--- src/rtl/pipe_reg_elastic.sv ---
// pipe_reg_elastic: DEPTH-entry elastic stage register with NOP-on-empty output, flush and profiling counters
// Ports: clk/rst (async, active-high); flush squashes all entries; stat_clr zeroes the counters;
//        in_valid/in_data/in_ready upstream handshake; out_valid/out_data/out_ready downstream handshake;
//        occupancy = entry count; bubble_cnt/stall_cnt saturating NOP-delivered / back-pressure cycle counts.
module pipe_reg_elastic #(
  parameter int DW = 32,
  parameter int DEPTH = 2,
  parameter logic [DW-1:0] NOP_WORD = '0,
  parameter int STAT_W = 16
) (
  input  logic                       clk,
  input  logic                       rst,
  input  logic                       flush,
  input  logic                       stat_clr,
  input  logic                       in_valid,
  input  logic [DW-1:0]              in_data,
  output logic                       in_ready,
  output logic                       out_valid,
  output logic [DW-1:0]              out_data,
  input  logic                       out_ready,
  output logic [$clog2(DEPTH+1)-1:0] occupancy,
  output logic [STAT_W-1:0]          bubble_cnt,
  output logic [STAT_W-1:0]          stall_cnt
);
  localparam int CW = $clog2(DEPTH+1);
  localparam int PW = DEPTH > 1 ? $clog2(DEPTH) : 1;
  logic [DW-1:0]     r_mem [DEPTH];
  logic [PW-1:0]     r_wr_ptr, r_rd_ptr;
  logic [CW-1:0]     r_cnt;
  logic [STAT_W-1:0] r_bub, r_stall;
  logic              w_push, w_pop, w_bub_inc, w_stall_inc;
  logic [PW-1:0]     w_wr_nxt, w_rd_nxt;
  logic [CW-1:0]     w_cnt_nxt;
  always_comb begin
    in_ready    = r_cnt != CW'(DEPTH);
    out_valid   = r_cnt != '0;
    out_data    = out_valid ? r_mem[r_rd_ptr] : NOP_WORD;
    w_push      = in_valid & in_ready & ~flush;
    w_pop       = out_valid & out_ready & ~flush;
    w_bub_inc   = ~out_valid & out_ready & ~flush;
    w_stall_inc = in_valid & ~in_ready;
    // explicit wrap so non-power-of-two depths work
    w_wr_nxt    = r_wr_ptr == PW'(DEPTH-1) ? '0 : r_wr_ptr + PW'(1);
    w_rd_nxt    = r_rd_ptr == PW'(DEPTH-1) ? '0 : r_rd_ptr + PW'(1);
    w_cnt_nxt   = (w_push & ~w_pop) ? r_cnt + CW'(1) : (~w_push & w_pop) ? r_cnt - CW'(1) : r_cnt;
    occupancy   = r_cnt;
    bubble_cnt  = r_bub;
    stall_cnt   = r_stall;
  end
  always_ff @(posedge clk or posedge rst) begin
    if (rst) begin
      r_wr_ptr <= '0;
      r_rd_ptr <= '0;
      r_cnt    <= '0;
      r_bub    <= '0;
      r_stall  <= '0;
    end else begin
      r_wr_ptr <= flush ? '0 : w_push ? w_wr_nxt : r_wr_ptr;
      r_rd_ptr <= flush ? '0 : w_pop ? w_rd_nxt : r_rd_ptr;
      r_cnt    <= flush ? '0 : w_cnt_nxt;
      r_bub    <= stat_clr ? '0 : (w_bub_inc && r_bub != '1) ? r_bub + STAT_W'(1) : r_bub;
      r_stall  <= stat_clr ? '0 : (w_stall_inc && r_stall != '1) ? r_stall + STAT_W'(1) : r_stall;
    end
  end
  // payload storage needs no reset: entries are only visible while counted
  always_ff @(posedge clk) begin
    if (w_push) r_mem[r_wr_ptr] <= in_data;
  end
endmodule

--- config.mk ---
export PLATFORM = sky130hd
export DESIGN_NAME = pipe_reg_elastic
export DESIGN_NICKNAME = d
export VERILOG_FILES = /design/src/rtl/pipe_reg_elastic.sv
export SDC_FILE = /design/constraint.sdc
export NUM_CORES = 1
export LEC_CHECK = 0
export CAP_MARGIN = 20
export CORE_MARGIN = 2
export CORE_UTILIZATION = 40
export CTS_CLUSTER_SIZE = 8
export DETAILED_ROUTE_END_ITERATION = 12
export PLACE_DENSITY = 0.66
export SLEW_MARGIN = 20
export SYNTH_ARGS = -nofsm -noshare
export SYNTH_HDL_FRONTEND = slang
export SYNTH_SLANG_ARGS = --single-unit
--- constraint.sdc ---
create_clock -name clk -period 3.9 [get_ports clk]
set_input_delay 1.17 -clock clk [delete_from_list [all_inputs] [get_ports clk]]
set_output_delay 1.17 -clock clk [all_outputs]
set_load 0.01 [all_outputs]
; Word-level counts from Yosys, hierarchy flattened
; Memories as Yosys holds them, arrays and structs flattened.
; Cells that the tools add are included.
[word_totals]
in_bits = 38
mem_bits_ro = 0
latch_bits = 0
register_bits = 36
mem_bits_rw = 64
n_memories = 1
[op_classes]
shifts = 0
mux = 16
mul = 0
n_addsub = 6
bitwise_logic = 14
order_cmp = 0
reduce_logical = 8
eq_ne = 3
div_mod_pow = 0
[memory_table]
columns = name, depth, width, rd, rd_ports_with_merged_regs, wr, line
row1 = r_mem, 2, 32, 1, 0, 1, 27  ; logic [DW-1:0] r_mem [DEPTH];
[op_table]
columns = cell, count
row1 = 16-bit two-way mux, 4
row2 = "16-bit by 1-bit adder with 16-bit output, second input constant", 2
row3 = 32-bit two-way mux, 1
row4 = "16-bit != test, second input constant", 2
row5 = 2-bit nonzero test, 5
row6 = 1-bit AND, 9
row7 = 1-bit two-way mux, 8
row8 = 2-bit two-way mux, 3
row9 = 1-bit NOT, 5
row10 = 3-bit nonzero test, 1
row11 = "1-bit adder, second input constant", 2
row12 = "2-bit by 1-bit adder with 2-bit output, second input constant", 1
row13 = 1-bit logical AND, 2
row14 = "2-bit != test, second input constant", 1
row15 = "2-bit by 1-bit subtractor with 2-bit output, second input constant", 1

; Longest topological paths before layout
; Gate-level depths: netlist (run 1).
[depth]
ltp_word = 8
ltp_mapped = 7
ltp_nobuf = 5

; Least setup slack after synthesis (run 1)
; No wires, ideal clock.
[synth_timing]
path_type = input to register
start = input port flush
end = memory r_mem[1][0], enable pin
stages = 2
arrival_time_ns = 3.674
slack_ns = -0.242
path_buffers = 1
cell_sequence = buf_6 > nor3b_1
[synth_via]
elab_chain_cells = 4
[synth_lines]
columns = item, line
row1 = "start, declared", 13  ; input logic flush,
row2 = 1-bit NOT, 38  ; w_push = in_valid & in_ready & ~flush;
row3 = 1-bit AND, 38
row4 = 1-bit two-way mux, 67  ; if (w_push) r_mem[r_wr_ptr] <= in_data;
row5 = 1-bit two-way mux (not written as such), 67
row6 = "end, declared", 27
; Every way passes these cells.

; Worst setup path in the final report (run 1)
[layout_timing]
start = register r_rd_ptr
end = output port out_data[23]
[layout_via]
elab_chain_cells = 2
[layout_lines]
columns = item, line
row1 = "start, declared", 28  ; logic [PW-1:0] r_wr_ptr, r_rd_ptr;
row2 = "start signal, assigned", 59  ; r_rd_ptr <= flush ? '0 : w_pop ? w_rd_nxt : r_rd_ptr;
row3 = memory read 2 x 32 bit, -
row4 = 32-bit two-way mux, 37  ; out_data = out_valid ? r_mem[r_rd_ptr] : NOP_WORD;
row5 = "end, declared", 19  ; output logic [DW-1:0] out_data,
; Every way passes these cells.

==> impl_metrics.csv, run 1 <==
group,metric,value,unit
drt,wl_per_cell,15.9,um
min_path,holdPathEnd,"stall_cnt[15]",
floorplan,floorplan.initialDensity,0.413,
clocking,clock_tree.htree_level_count,3,
worst_setup_path,critPathKind,"reg -> out",
drt,drt-pass1-iter-count,4,
global_routing,grt_start_max_net_pins,35,
min_path,hp-class,"reg -> reg",
clocking,ctsHoldBuffers,0,
timing,whs,0.541,ns
place,post-place-ws,0.414,ns
clocking,numCtsBuffers,9,
global_routing,groute.usage.overall,0.169,
worst_setup_path,cp.arrival,2.10,ns
global_routing,grt_first_pass_wirelength,15500,um
worst_setup_path,r2r_path_end,"bubble_cnt[11]",
drt,drcViolationCount,0,
power,power.density_cell_area,387,nW/um2
yosys,synth_net_count,406,
yosys,synth_cell_type_count,48,
timing,fin_tns_setup,0,ns
final_layout,final_core_utilization,0.556,
min_path,min_delay_path_depth,1,
yosys,asyncSetResetFlopFracSynth,0.360,
clocking,tritoncts,"yes",
worst_setup_path,timing.reg2reg.setup_slack,1.50,ns
floorplan,die_w,110,um
timing,final.setup_skew,0.00678,ns
worst_setup_path,critPathMaxFanout,16,
clocking,ctsRootBufferMaster,"sky130_fd_sc_hd__clkbuf_16",
yosys,synth_seq_cells,100,
yosys,synth_top_cell_area_share,0.425,
drt,via_density,5.36,
yosys,post-synth-top-count-cell,"sky130_fd_sc_hd__edfxtp_1",
run_status,run_status,"completed",
floorplan,floorplan.die_area,12200,um2
yosys,synth_area_per_cell,12.3,um2
timing,postLayoutSetupSlackWorst,0.628,ns
floorplan,pin_count,106,
timing,finalSetupViolCount,0,
drt,postRouteWirelength,9860,um
worst_setup_path,startpoint_type,"flop",
timing,fin_crit_sh,0.839,
final_layout,syn2layout_area_growth,34.6,%
timing,period_minus_slack,3.27,ns
floorplan,coreArea,10900,um2
place,port_buffers,105,
clocking,cts-resized-gates,0,
clocking,clock_transition_at_the_registers_of_the_reported_paths,0.07,ns
yosys,ys_seq_area_frac,0.625,
yosys,synth.yosys.warnings,0,
min_path,min-delay-start,"stall_cnt[15]",
timing,relSlewSlack,0.431,
place,placed_cell_area,5770,um2
timing,finalMaxSlewViolations,0,
power,irDropWorstVdd,0.000392,V
floorplan,die-height,110,um
final_layout,finish.instance_area,6080,um2
timing,grt_setup_unrepaired,"false",
drt,routed-via-count,3321,
timing,worst_slew_pin_slew,0.851,ns
clocking,tritoncts_num_sinks,100,
yosys,syn_area,4520,um2
yosys,post_synth_edffs,64,
worst_setup_path,worst_r2r_path_depth,4,
clocking,post-cts-setup-buffers,0,
final_layout,final-instance-count-excl-fill,620,
timing,hold_viol,0,
final_layout,finish.net_count,515,
drt,drtAntennaViolNets,0,
worst_setup_path,reg2reg_from,"occupancy[0]",
timing,timing.fmax,306,MHz
global_routing,grt_pass1_vias,3129,
yosys,yosys.area.top_type,"sky130_fd_sc_hd__edfxtp_1",
global_routing,antenna_found_initial,0,
place,gp_congestion,0.792,
power,final_power,2.35,mW
worst_setup_path,timing.critical_path.required,2.73,ns
yosys,synth-main-ff-cell,"sky130_fd_sc_hd__edfxtp_1",
place,place.detailed.hpwl,6620,um
final_layout,antenna-diode-count,0,
yosys,netlist_top_cells_area,"sky130_fd_sc_hd__edfxtp_1 43%, sky130_fd_sc_hd__dfrtp_1 20%, sky130_fd_sc_hd__mux2i_1 7.3%, sky130_fd_sc_hd__nor2_1 4.1%, sky130_fd_sc_hd__a21oi_1 2.5%",
power,total_leakage_power,2.10,nW
yosys,postSynthCellCount,366,
final_layout,layout.filler_cells,957,
clocking,clk-insertion-delay-late,0.35,ns
yosys,post_synth_most_frequent_cells,"64 x sky130_fd_sc_hd__edfxtp_1, 49 x sky130_fd_sc_hd__nor2_1, 36 x sky130_fd_sc_hd__dfrtp_1",
drt,detail_route.iter0.violations,112,
final_layout,drive_gt1_frac,0.0938,
global_routing,grt-ovfl-total,0,
run,max_cap_viol_count,0,
place,placed_cells_incl_taps,604,
worst_setup_path,cp_capture_type,"output port",
floorplan,fp-row-count,38,
clocking,cts_max_path_buffers,2,
cell usage in the layout (no fill, tap or decap), types with 2 or more instances in the layout:
cell                              instances
sky130_fd_sc_hd__clkdlybuf4s50_1        105
sky130_fd_sc_hd__edfxtp_1                64
sky130_fd_sc_hd__nor2_1                  48
sky130_fd_sc_hd__dfrtp_1                 35
sky130_fd_sc_hd__mux2i_1                 33
sky130_fd_sc_hd__a21oi_1                 23
sky130_fd_sc_hd__nand3_1                 14
sky130_fd_sc_hd__nand2_1                 13
sky130_fd_sc_hd__or4_1                   12
sky130_fd_sc_hd__buf_4                   12
sky130_fd_sc_hd__o21ai_0                 11
sky130_fd_sc_hd__nand4_1                 10
sky130_fd_sc_hd__or3_1                   10
sky130_fd_sc_hd__o31ai_1                  9
sky130_fd_sc_hd__clkbuf_16                9
sky130_fd_sc_hd__nor2b_1                  6
sky130_fd_sc_hd__mux2_2                   5
sky130_fd_sc_hd__inv_1                    5
sky130_fd_sc_hd__nor3_1                   3
sky130_fd_sc_hd__and4_1                   3
sky130_fd_sc_hd__nor4_1                   3
sky130_fd_sc_hd__o41ai_1                  3
sky130_fd_sc_hd__nand2b_1                 3
sky130_fd_sc_hd__inv_8                    3
sky130_fd_sc_hd__nor4b_1                  2
sky130_fd_sc_hd__or2_0                    2
sky130_fd_sc_hd__a311oi_1                 2
sky130_fd_sc_hd__a31oi_1                  2
sky130_fd_sc_hd__xor2_1                   2
sky130_fd_sc_hd__ha_1                     2
sky130_fd_sc_hd__clkinvlp_4               2
critical path: stages, from the launching register on:
cell	delay (ns)
sky130_fd_sc_hd__dfrtp_2	0.67
sky130_fd_sc_hd__buf_4	0.30
sky130_fd_sc_hd__mux2i_1	0.10
sky130_fd_sc_hd__nor2_1	0.12
sky130_fd_sc_hd__clkdlybuf4s50_1	0.56
kinds of logic after synthesis:
kind of cell | Yosys count | synth area share
fa+ha+maj | 2 | 0.00554
mux | 39 | 0.0881
buf+inv | 24 | 0.0235
xor+xnor | 2 | 0.00388
compound gates | 56 | 0.0803
simple gates | 143 | 0.174
flops | 100 | 0.625
registers in the layout, indices dropped and copies added, names as in the netlist:
name and count:
r_mem 64, stall_cnt 16, r_wr_ptr 1, r_rd_ptr 1, occupancy 2, bubble_cnt 16
worst max-delay path by stage:
stage	cells past startpoint	to	startpoint	slack, ns
2_1_floorplan	6	bubble_cnt[11]	flush	0.78
3_3_place_gp	5	stall_cnt[13]	in_valid	0.45
3_5_place_dp	5	stall_cnt[13]	in_valid	0.41
4_1_cts	4	out_data[23]	r_rd_ptr	0.59
5_1_grt	4	out_data[23]	r_rd_ptr	0.49
6_report	4	out_data[23]	r_rd_ptr	0.63
cell type report:
class                   instances  area [um2]  area share
flip-flops and latches        100        2820       0.464
multi-input cells             242        1610       0.265
repair buffers                117        1140       0.188
clock buffers                   9         225      0.0370
well taps                     140         175      0.0288
clock inverters                 7        83.8      0.0138
inverters                       5        18.8     0.00309
routing by layer:
layer | track usage | share of wire | up-vias | routed length, um
met5 | 0 | 0 | - | 0
met4 | 0.0536 | 0.0099 | 0 | 98
met3 | 0.0658 | 0.082 | 8 | 809
met2 | 0.269 | 0.47 | 100 | 4680
met1 | 0.212 | 0.43 | 1598 | 4270
li1 | - | - | 1615 | -
power by group:
| part | switching (mW) | leakage [nW] | total [mW] | internal [mW] |
|---|---|---|---|---|
| clock | 0.410 | 0.147 | 0.919 | 0.509 |
| combinational | 0.117 | 0.869 | 0.246 | 0.129 |
| sequential | 0.0201 | 1.09 | 1.19 | 1.17 |
| total | 0.547 | 2.10 | 2.35 | 1.80 |
Power figures use the tool's default switching activity.
==> run 2: changes to the inputs <==
--- a/config.mk
+++ b/config.mk
@@ -10,7 +10,7 @@
 export CORE_UTILIZATION = 40
 export CTS_CLUSTER_SIZE = 8
 export DETAILED_ROUTE_END_ITERATION = 12
-export PLACE_DENSITY = 0.66
+export PLACE_DENSITY = 0.69
 export SLEW_MARGIN = 20
 export SYNTH_ARGS = -nofsm -noshare
 export SYNTH_HDL_FRONTEND = slang
==> constraint.sdc (replaced) <==
create_clock -name clk -period 2.9 [get_ports clk]
set_input_delay 0.87 -clock clk [delete_from_list [all_inputs] [get_ports clk]]
set_output_delay 0.87 -clock clk [all_outputs]
set_load 0.01 [all_outputs]
==> run 2 against run 1 <==
Net effect:
- global-route usage is 0.050 points lower
- critical path depth stayed put
- critical endpoint is now out_data[10]
- non-clock buffer count up 4
- sequential share of layout area down 0.42 points
- clock power up 25%
- critical path type unchanged
- combinational power grew 42%
- via count grew 0.93%
- clock-buffer cell count did not move
- largest power group unchanged
==> impl_metrics.csv, run 2 (synthesis results as in run 1) <==
group,metric,value,unit
worst_setup_path,cp_capture_type,"output port",
final_layout,final_common_cell,"sky130_fd_sc_hd__clkdlybuf4s50_1",
timing,relSlewSlack,0.682,
final_layout,registers.top_by_ff_count,"r_mem",
clocking,ctsHoldBuffers,0,
timing,final.setup_skew,0.00971,ns
global_routing,grt_first_pass_wirelength,16000,um
final_layout,finish.net_count,519,
drt,wl_per_cell,15.9,um
floorplan,coreArea,10900,um2
clocking,clock_tree.htree_level_count,3,
final_layout,finish.instance_area,6140,um2
clocking,clk-insertion-delay-late,0.34,ns
timing,finalSetupViolCount,0,
worst_setup_path,reg2reg_from,"occupancy[0]",
power,total_leakage_power,2.12,nW
worst_setup_path,r2r_path_end,"bubble_cnt[11]",
worst_setup_path,worstPathCellList,"buf_12, mux2i_1, nor2_1, clkdlybuf4s50_1",
timing,finalMaxSlewViolations,0,
clocking,cts_max_path_buffers,2,
worst_setup_path,critPathKind,"reg -> out",
run_status,run_status,"completed",
worst_setup_path,worst-path-buf-inv,2,
final_layout,largest_register_ff_count,64,
clocking,numCtsBuffers,9,
worst_setup_path,critPathMaxFanout,27,
clocking,tritoncts,"yes",
run,max_cap_viol_count,0,
drt,routed-via-count,3352,
floorplan,die_w,110,um
global_routing,grt_start_max_net_pins,39,
clocking,cts-resized-gates,0,
min_path,hp-class,"reg -> reg",
global_routing,groute.usage.overall,0.168,
min_path,min-delay-start,"stall_cnt[15]",
drt,drtAntennaViolNets,0,
final_layout,syn2layout_area_growth,35.8,%
global_routing,grt-ovfl-total,0,
timing,grt_setup_unrepaired,"false",
place,placed_cell_area,5850,um2
final_layout,final_cell_mix,"105 x sky130_fd_sc_hd__clkdlybuf4s50_1, 64 x sky130_fd_sc_hd__edfxtp_1, 48 x sky130_fd_sc_hd__nor2_1, 35 x sky130_fd_sc_hd__dfrtp_1, 33 x sky130_fd_sc_hd__mux2i_1",
clocking,clock_transition_at_the_registers_of_the_reported_paths,0.07,ns
drt,via_density,5.37,
power,power.density_cell_area,503,nW/um2
drt,drt-pass1-iter-count,4,
min_path,min_delay_path_depth,1,
place,place.detailed.hpwl,6620,um
worst_setup_path,worst_r2r_path_depth,4,
drt,drcViolationCount,0,
timing,fin_crit_sh,0.974,
final_layout,drive_gt1_frac,0.0992,
timing,hold_viol,0,
drt,detail_route.iter0.violations,165,
clocking,ctsRootBufferMaster,"sky130_fd_sc_hd__clkbuf_16",
power,irDropWorstVdd,0.000282,V
floorplan,fp-row-count,38,
worst_setup_path,timing.critical_path.required,2.03,ns
worst_setup_path,crit_path_top_delay_cell,"sky130_fd_sc_hd__clkdlybuf4s50_1",
worst_setup_path,cp.arrival,1.95,ns
global_routing,grt_pass1_vias,3327,
floorplan,floorplan.initialDensity,0.413,
min_path,holdPathEnd,"stall_cnt[15]",
final_layout,layout.filler_cells,951,
floorplan,floorplan.die_area,12200,um2
worst_setup_path,timing.critical_path.slowest_cell_delay,0.58,ns
worst_setup_path,kind_of_cell_adding_the_most_delay_to_the_critical_path,"buffers and inverters",
place,gp_congestion,0.810,
worst_setup_path,startpoint_type,"flop",
floorplan,die-height,110,um
worst_setup_path,timing.reg2reg.setup_slack,0.59,ns
clocking,tritoncts_num_sinks,100,
timing,period_minus_slack,2.82,ns
timing,whs,0.515,ns
timing,timing.fmax,354,MHz
global_routing,antenna_found_initial,0,
floorplan,pin_count,106,
final_layout,antenna-diode-count,0,
timing,worst_slew_pin_slew,0.473,ns
place,port_buffers,105,
drt,postRouteWirelength,9920,um
clocking,post-cts-setup-buffers,0,
==> run 2: cell type report <==
type	count	area, um2	share of cell area
sequential	100	2820	0.460
multi-input combinational	242	1610	0.263
timing repair buffer	121	1220	0.199
clock buffer	9	225	0.0367
tap	140	175	0.0285
clock inverter	7	58.8	0.00958
inverter	5	18.8	0.00306
==> run 2: worst max-delay path by stage <==
| stage | from | endpoint | slack, ns | cells past startpoint |
|---|---|---|---|---|
| floorplan | flush | bubble_cnt[11] | 0.08 | 6 |
| global placement | flush | bubble_cnt[11] | -0.18 | 5 |
| detailed placement | flush | bubble_cnt[11] | -0.21 | 5 |
| CTS | r_rd_ptr | out_data[10] | 0.07 | 4 |
| global route | r_rd_ptr | out_data[10] | 0.02 | 4 |
| finish | r_rd_ptr | out_data[10] | 0.08 | 4 |
==> run 2: metal layers <==
metal | wire length (um) | track usage | vias up | part of all wire
met5 | 0 | 0 | - | 0
met4 | 129 | 0.0455 | 0 | 0.013
met3 | 803 | 0.0582 | 12 | 0.081
met2 | 4730 | 0.270 | 111 | 0.48
met1 | 4260 | 0.218 | 1604 | 0.43
li1 | - | - | 1625 | -
==> run 2: worst register-to-register path, cell delays in order, from the launching register on <==
cell and delay [ns]:
sky130_fd_sc_hd__dfrtp_1 0.50, sky130_fd_sc_hd__or4b_4 0.58, sky130_fd_sc_hd__or4_4 0.59, sky130_fd_sc_hd__a31oi_1 0.18, sky130_fd_sc_hd__mux2_1 0.33
==> run 2: report_power, final <==
group | total (mW) | internal [mW] | leakage [nW] | switching, mW
logic | 0.349 | 0.185 | 0.901 | 0.164
clock network | 1.15 | 0.595 | 0.133 | 0.555
registers | 1.59 | 1.57 | 1.09 | 0.0220
==> run 2: metrics by stage <==
stage	total power [mW]	setup slack [ns]	utilization	cells	setup TNS (ns)
floorplan	1.77	0.0839	-	366	0
global placement	1.97	-0.180	0.535	608	-0.742
detailed placement	1.97	-0.209	0.535	608	-1.08
CTS	3.11	0.0670	0.561	624	0
global route	3.20	0.0155	0.561	624	0
finish	3.09	0.0756	0.561	624	0
